File: config.mk
export PLATFORM = sky130hd
export DESIGN_NAME = mac_accum_stream
export DESIGN_NICKNAME = d
export VERILOG_FILES = /design/src/rtl/mac_pkg.sv /design/src/rtl/sat_add_unsigned.sv /design/src/rtl/mac_accum_stream.sv
export SDC_FILE = /design/constraint.sdc
export NUM_CORES = 1
export LEC_CHECK = 0
export BUFFER_PORTS_ARGS = -buffer_cell sky130_fd_sc_hd__buf_2
export CORE_MARGIN = 2
export CORE_UTILIZATION = 40
export CTS_CLUSTER_DIAMETER = 100
export DETAILED_ROUTE_END_ITERATION = 6
export RECOVER_POWER = 25
export SLEW_MARGIN = 25
export SYNTH_ARGS = -nofsm -noshare
export SYNTH_HDL_FRONTEND = slang
export SYNTH_SLANG_ARGS = --single-unit
File: constraint.sdc
create_clock -name clk -period 5.63 [get_ports clk]
set_clock_uncertainty 0.1 [all_clocks]
set_input_delay 0.8445 -clock clk [delete_from_list [all_inputs] [get_ports clk]]
set_output_delay 0.8445 -clock clk [all_outputs]
set_load 0.05 [all_outputs]
File: src/rtl/mac_pkg.sv
// Shared types and helpers for the streaming MAC accumulator family.
package mac_pkg;

  typedef enum logic {
    ACC  = 1'b0,
    HOLD = 1'b1
  } mac_state_e;

  localparam int MAC_PW    = 16;
  localparam int MAC_ACC_W = 24;

  // Unsigned add-and-clamp at the default widths; returns {sum, ovf}.
  function automatic logic [MAC_ACC_W:0] sat_add(input logic [MAC_ACC_W-1:0] acc,
                                                 input logic [MAC_PW-1:0]    prod);
    logic [MAC_ACC_W:0] raw;
    raw = {1'b0, acc} + {{(MAC_ACC_W + 1 - MAC_PW){1'b0}}, prod};
    if (raw[MAC_ACC_W]) begin
      sat_add = {{MAC_ACC_W{1'b1}}, 1'b1};
    end else begin
      sat_add = {raw[MAC_ACC_W-1:0], 1'b0};
    end
  endfunction

endpackage

File: src/rtl/sat_add_unsigned.sv
// Combinational unsigned add with clamp to all-ones; ovf flags a clamp.
module sat_add_unsigned #(
  parameter int ACC_W = 24,
  parameter int PW    = 16
) (
  input  logic [ACC_W-1:0] acc_i,
  input  logic [PW-1:0]    prod_i,
  output logic [ACC_W-1:0] sum_o,
  output logic             ovf_o
);

  logic [ACC_W:0] raw;

  // One extra bit catches the carry out; a set carry means the true sum is unrepresentable.
  always_comb begin
    raw   = {1'b0, acc_i} + {{(ACC_W + 1 - PW){1'b0}}, prod_i};
    ovf_o = raw[ACC_W];
    sum_o = raw[ACC_W] ? {ACC_W{1'b1}} : raw[ACC_W-1:0];
  end

endmodule

File: src/rtl/mac_accum_stream.sv
// Streaming saturating accumulator: sums product beats into frames and holds
// each closed frame's sum, count and flags until the consumer takes it.
//
//   state | meaning
//   ACC   | collecting beats, in_ready high once out of reset
//   HOLD  | closed frame presented on out_*, input stalled
module mac_accum_stream
  import mac_pkg::*;
#(
  parameter int PW        = MAC_PW,
  parameter int ACC_W     = MAC_ACC_W,
  parameter int MAX_TERMS = 256,
  parameter int CNT_W     = $clog2(MAX_TERMS + 1)
) (
  input  logic             clk,
  input  logic             rst_n,
  input  logic             clr,
  input  logic             in_valid,
  output logic             in_ready,
  input  logic [PW-1:0]    in_prod,
  input  logic             in_last,
  output logic             out_valid,
  input  logic             out_ready,
  output logic [ACC_W-1:0] out_sum,
  output logic [CNT_W-1:0] out_count,
  output logic             out_ovf,
  output logic             out_trunc
);

  mac_state_e       state_q, state_d;
  logic [ACC_W-1:0] acc_q, acc_d;
  logic [CNT_W-1:0] cnt_q, cnt_d;
  logic             ovf_q, ovf_d;
  logic             in_ready_q, in_ready_d;
  logic             out_valid_q, out_valid_d;
  logic [ACC_W-1:0] out_sum_q, out_sum_d;
  logic [CNT_W-1:0] out_count_q, out_count_d;
  logic             out_ovf_q, out_ovf_d;
  logic             out_trunc_q, out_trunc_d;

  logic [ACC_W-1:0] add_sum;
  logic             add_ovf;
  logic             accept;
  logic             at_limit;

  sat_add_unsigned #(
    .ACC_W (ACC_W),
    .PW    (PW)
  ) u_sat_add (
    .acc_i  (acc_q),
    .prod_i (in_prod),
    .sum_o  (add_sum),
    .ovf_o  (add_ovf)
  );

  // in_ready_q is only ever high in ACC, so it alone qualifies acceptance.
  assign accept   = in_valid && in_ready_q;
  assign at_limit = (cnt_q == CNT_W'(MAX_TERMS - 1));

  // Next-state and datapath: clr overrides everything, then the per-state behaviour.
  always_comb begin
    state_d     = state_q;
    acc_d       = acc_q;
    cnt_d       = cnt_q;
    ovf_d       = ovf_q;
    in_ready_d  = in_ready_q;
    out_valid_d = out_valid_q;
    out_sum_d   = out_sum_q;
    out_count_d = out_count_q;
    out_ovf_d   = out_ovf_q;
    out_trunc_d = out_trunc_q;

    if (clr) begin
      state_d     = ACC;
      acc_d       = '0;
      cnt_d       = '0;
      ovf_d       = 1'b0;
      out_valid_d = 1'b0;
      in_ready_d  = 1'b1;
    end else begin
      case (state_q)
        ACC: begin
          in_ready_d = 1'b1;
          if (accept) begin
            acc_d = add_sum;
            cnt_d = cnt_q + CNT_W'(1);
            ovf_d = ovf_q | add_ovf;
            if (in_last || at_limit) begin
              out_sum_d   = add_sum;
              out_count_d = cnt_q + CNT_W'(1);
              out_ovf_d   = ovf_q | add_ovf;
              out_trunc_d = !in_last;
              out_valid_d = 1'b1;
              in_ready_d  = 1'b0;
              state_d     = HOLD;
            end
          end
        end
        HOLD: begin
          if (out_ready) begin
            out_valid_d = 1'b0;
            acc_d       = '0;
            cnt_d       = '0;
            ovf_d       = 1'b0;
            in_ready_d  = 1'b1;
            state_d     = ACC;
          end
        end
        default: begin
          state_d    = ACC;
          in_ready_d = 1'b0;
        end
      endcase
    end
  end

  // State and output registers; reset leaves in_ready low until the first edge.
  always_ff @(posedge clk or negedge rst_n) begin
    if (!rst_n) begin
      state_q     <= ACC;
      acc_q       <= '0;
      cnt_q       <= '0;
      ovf_q       <= 1'b0;
      in_ready_q  <= 1'b0;
      out_valid_q <= 1'b0;
      out_sum_q   <= '0;
      out_count_q <= '0;
      out_ovf_q   <= 1'b0;
      out_trunc_q <= 1'b0;
    end else begin
      state_q     <= state_d;
      acc_q       <= acc_d;
      cnt_q       <= cnt_d;
      ovf_q       <= ovf_d;
      in_ready_q  <= in_ready_d;
      out_valid_q <= out_valid_d;
      out_sum_q   <= out_sum_d;
      out_count_q <= out_count_d;
      out_ovf_q   <= out_ovf_d;
      out_trunc_q <= out_trunc_d;
    end
  end

  assign in_ready  = in_ready_q;
  assign out_valid = out_valid_q;
  assign out_sum   = out_sum_q;
  assign out_count = out_count_q;
  assign out_ovf   = out_ovf_q;
  assign out_trunc = out_trunc_q;

endmodule

==> flow_metrics.env <==
export IMPL_critPathLaunchType="input port"
export IMPL_routed_wl_um=9950
export IMPL_powerDensity_nw_per_um2=353
export IMPL_end_kind="flip-flop"
export IMPL_final_cell_mix="nand2_1 (81), dfrtp_1 (72), o21ai_0 (66)"
export IMPL_viasPerCell=5.38
export IMPL_synth_edf_count=0
export IMPL_cts_tree="built"
export IMPL_arrival_ns=3.48
export IMPL_htreeDepth=3
export IMPL_vias=3515
export IMPL_hp_class="reg2reg"
export IMPL_fin_setup_tns_ns=0
export IMPL_area_growth_syn_to_layout_pct=14.8
export IMPL_row_count=36
export IMPL_power_mw=1.66
export IMPL_vdd_drop_max_v=0.000160
export IMPL_place_area_um2=4460
export IMPL_path_clk_slew_ns=0.08
export IMPL_syn_inst=466
export IMPL_p_leak_nw=2.19
export IMPL_critPathKind="in2reg"
export IMPL_port_buffers=58
export IMPL_ctsHoldBuffers=0
export IMPL_cap_violations=0
export IMPL_clk_path_buf_depth=2
export IMPL_synth_area_per_cell_um2=8.78
export IMPL_fin_crit_ns=3.32
export IMPL_rsz0062_at_grt="false"
export IMPL_setup_violations=0
export IMPL_coreArea_um2=9860
export IMPL_final_area_um2=4700
export IMPL_pre_cts_slack_ns=1.89
export IMPL_async_flop_share_pct=100
export IMPL_finalCritPeriodShare_pct=59.0
export IMPL_post_cts_buffers=0
export IMPL_clk_latency_ns=0.37
export IMPL_die_w_um=105
export IMPL_final_net_count=556
export IMPL_wl_per_cell_um=15.2
export IMPL_die_h_um=105
export IMPL_antenna_found_initial=0
export IMPL_yosysSeqAreaShare_pct=44.0
export IMPL_layout_cells_most_common="nand2_1"
export IMPL_relSlewSlack_pct=38.0
export IMPL_synth_cell_area_um2=4090
export IMPL_num_antenna_cells=0
export IMPL_status="finished, final reports clean"
export IMPL_ctsRootBufferMaster="clkbuf_8"
export IMPL_cts_sinks=72
export IMPL_dieArea_um2=11100
export IMPL_grtUsageTotal_pct=19.1
export IMPL_ys_flop_type="dfrtp_1"
export IMPL_slew_violations=0
export IMPL_drive_above_1_share_pct=17.7
export IMPL_fmax_mhz=301
export IMPL_grt_overflow=0
export IMPL_finalHoldViolations=0
export IMPL_grt_max_degree=73
export IMPL_setup_slack_ns=2.31
export IMPL_yosysWarnings=0
export IMPL_place_congestion=0.897
export IMPL_critPathMaxFanout=14
export IMPL_drc=0
export IMPL_dr_first_iter_drc_count=168
export IMPL_numCtsBuffers=9
export IMPL_antenna_left=0
export IMPL_layout_cells_non_filler=653
export IMPL_ys_ff_latch=72
export IMPL_hpwl_um=6940
export IMPL_yosys_cell_types_count=53
export IMPL_grt_pass1_wl_um=16900
export IMPL_initial_core_util_pct=41.5
export IMPL_worstMarginPinSlew_ns=0.930
export IMPL_grt_pass1_vias=3418
export IMPL_pin_count=59
export IMPL_cp_required_ns=5.78
export IMPL_cts_resized_gates=0
export IMPL_first_pass_iters=4
export IMPL_synth_fp_nets=507
export IMPL_dp_cells=637
[per-stage QoR]
| step | hold WS, ns | utilization [%] |
|---|---|---|
| final | 0.372 | 47.6 |
| after floorplan | 0.354 | - |
| after detailed placement | 0.365 | 45.2 |
| after global routing | 0.393 | 47.6 |
| after CTS | 0.383 | 47.6 |
| after global placement | 0.355 | 45.2 |
[synthesized netlist by cell type (2+ instances only)]
cell | instances | area, um^2
a211o_1 | 2 | 17.5
a211oi_1 | 4 | 30.0
a21o_1 | 4 | 30.0
a21oi_1 | 36 | 180
a22o_1 | 2 | 17.5
a31oi_1 | 4 | 25.0
a32oi_1 | 2 | 17.5
and3_1 | 8 | 50.1
buf_2 | 2 | 10.0
buf_4 | 2 | 15.0
clkbuf_1 | 16 | 60.1
clkbuf_8 | 3 | 41.3
dfrtp_1 | 72 | 1800
ha_1 | 18 | 225
inv_1 | 6 | 22.5
nand2_1 | 81 | 304
nand2b_1 | 2 | 12.5
nand3_1 | 5 | 25.0
nand4_1 | 7 | 43.8
nor2_1 | 43 | 161
nor2b_1 | 2 | 12.5
nor3_1 | 8 | 40.0
o211ai_1 | 3 | 22.5
o21a_1 | 6 | 45.0
o21ai_0 | 66 | 330
o21ai_1 | 10 | 50.1
o22a_1 | 3 | 26.3
o31ai_1 | 4 | 30.0
xnor2_1 | 17 | 149
xor2_1 | 5 | 43.8
[power by group]
part / total (mW) / internal, mW / switching, mW
registers: 0.623 / 0.586 / 0.0368
clock network: 0.493 / 0.287 / 0.206
logic: 0.544 / 0.149 / 0.395
total: 1.66 / 1.02 / 0.638
[area by class of cell]
cell class | count | area [um^2]
Fill cell | 962 | 5160
Inverter | 6 | 22.5
Clock buffer | 12 | 165
Sequential cell | 72 | 1800
Multi-Input combinational cell | 363 | 2140
Tap cell | 133 | 166
Clock inverter | 4 | 73.8
Timing Repair Buffer | 63 | 334
[worst paths after layout]
path / start / slack [ns] / end / cells past startpoint
setup / recovery: in_prod[0] / 2.31 / out_sum[23]$_DFFE_PN0P_ / 11
hold / removal: out_sum[12]$_DFFE_PN0P_ / 0.37 / out_sum[12]$_DFFE_PN0P_ / 2
setup reg to reg: acc_q[0]$_DFFE_PN0P_ / 2.51 / out_sum[23]$_DFFE_PN0P_ / 10
hold reg to reg: out_sum[12]$_DFFE_PN0P_ / 0.37 / out_sum[12]$_DFFE_PN0P_ / 2
max in group asynchronous: rst_n / 4.61 / out_sum[12]$_DFFE_PN0P_ / 1
min in group asynchronous: rst_n / 0.39 / acc_q[0]$_DFFE_PN0P_ / 1
[sequential cells by signal, summed over array words and instances (netlist names)]
name,count
acc_q,24
cnt_q,9
in_ready,1
out_count,9
out_ovf,1
out_sum,24
out_trunc,1
out_valid,1
ovf_q,1
state_q,1
[kinds of logic (layout without fill, tap and decap cells)]
family | after synthesis | count (layout) | synth area share [%]
AOI/OAI and AO/OA | 159 | 159 | 23.4
xor gates and xnor gates | 22 | 22 | 4.71
adders and majority gates | 19 | 19 | 5.99
buffers and inverters | 31 | 85 | 4.19
DFF | 72 | 72 | 44.0
and+or+nand+nor | 163 | 163 | 17.6
[worst max-delay path, cell delays in order]
cell	delay (ns)
buf_2	0.10
ha_1	0.23
fa_1	0.44
a211oi_1	0.31
nor2_1	0.09
a21o_1	0.16
a21oi_1	0.26
a211oi_2	0.27
buf_4	0.26
nand2b_1	0.21
o32a_1	0.30
[metal layers]
metal / vias up / routed length (um) / share of wire (%) / track usage, %
met5: - / 0 / 0 / 0
met1: 1690 / 4750 / 48 / 26.6
li1: 1749 / - / - / -
met3: 18 / 347 / 3.5 / 3.56
met2: 58 / 4630 / 47 / 29.3
met4: 0 / 223 / 2.2 / 8.00
Power figures use the tool's default switching activity.
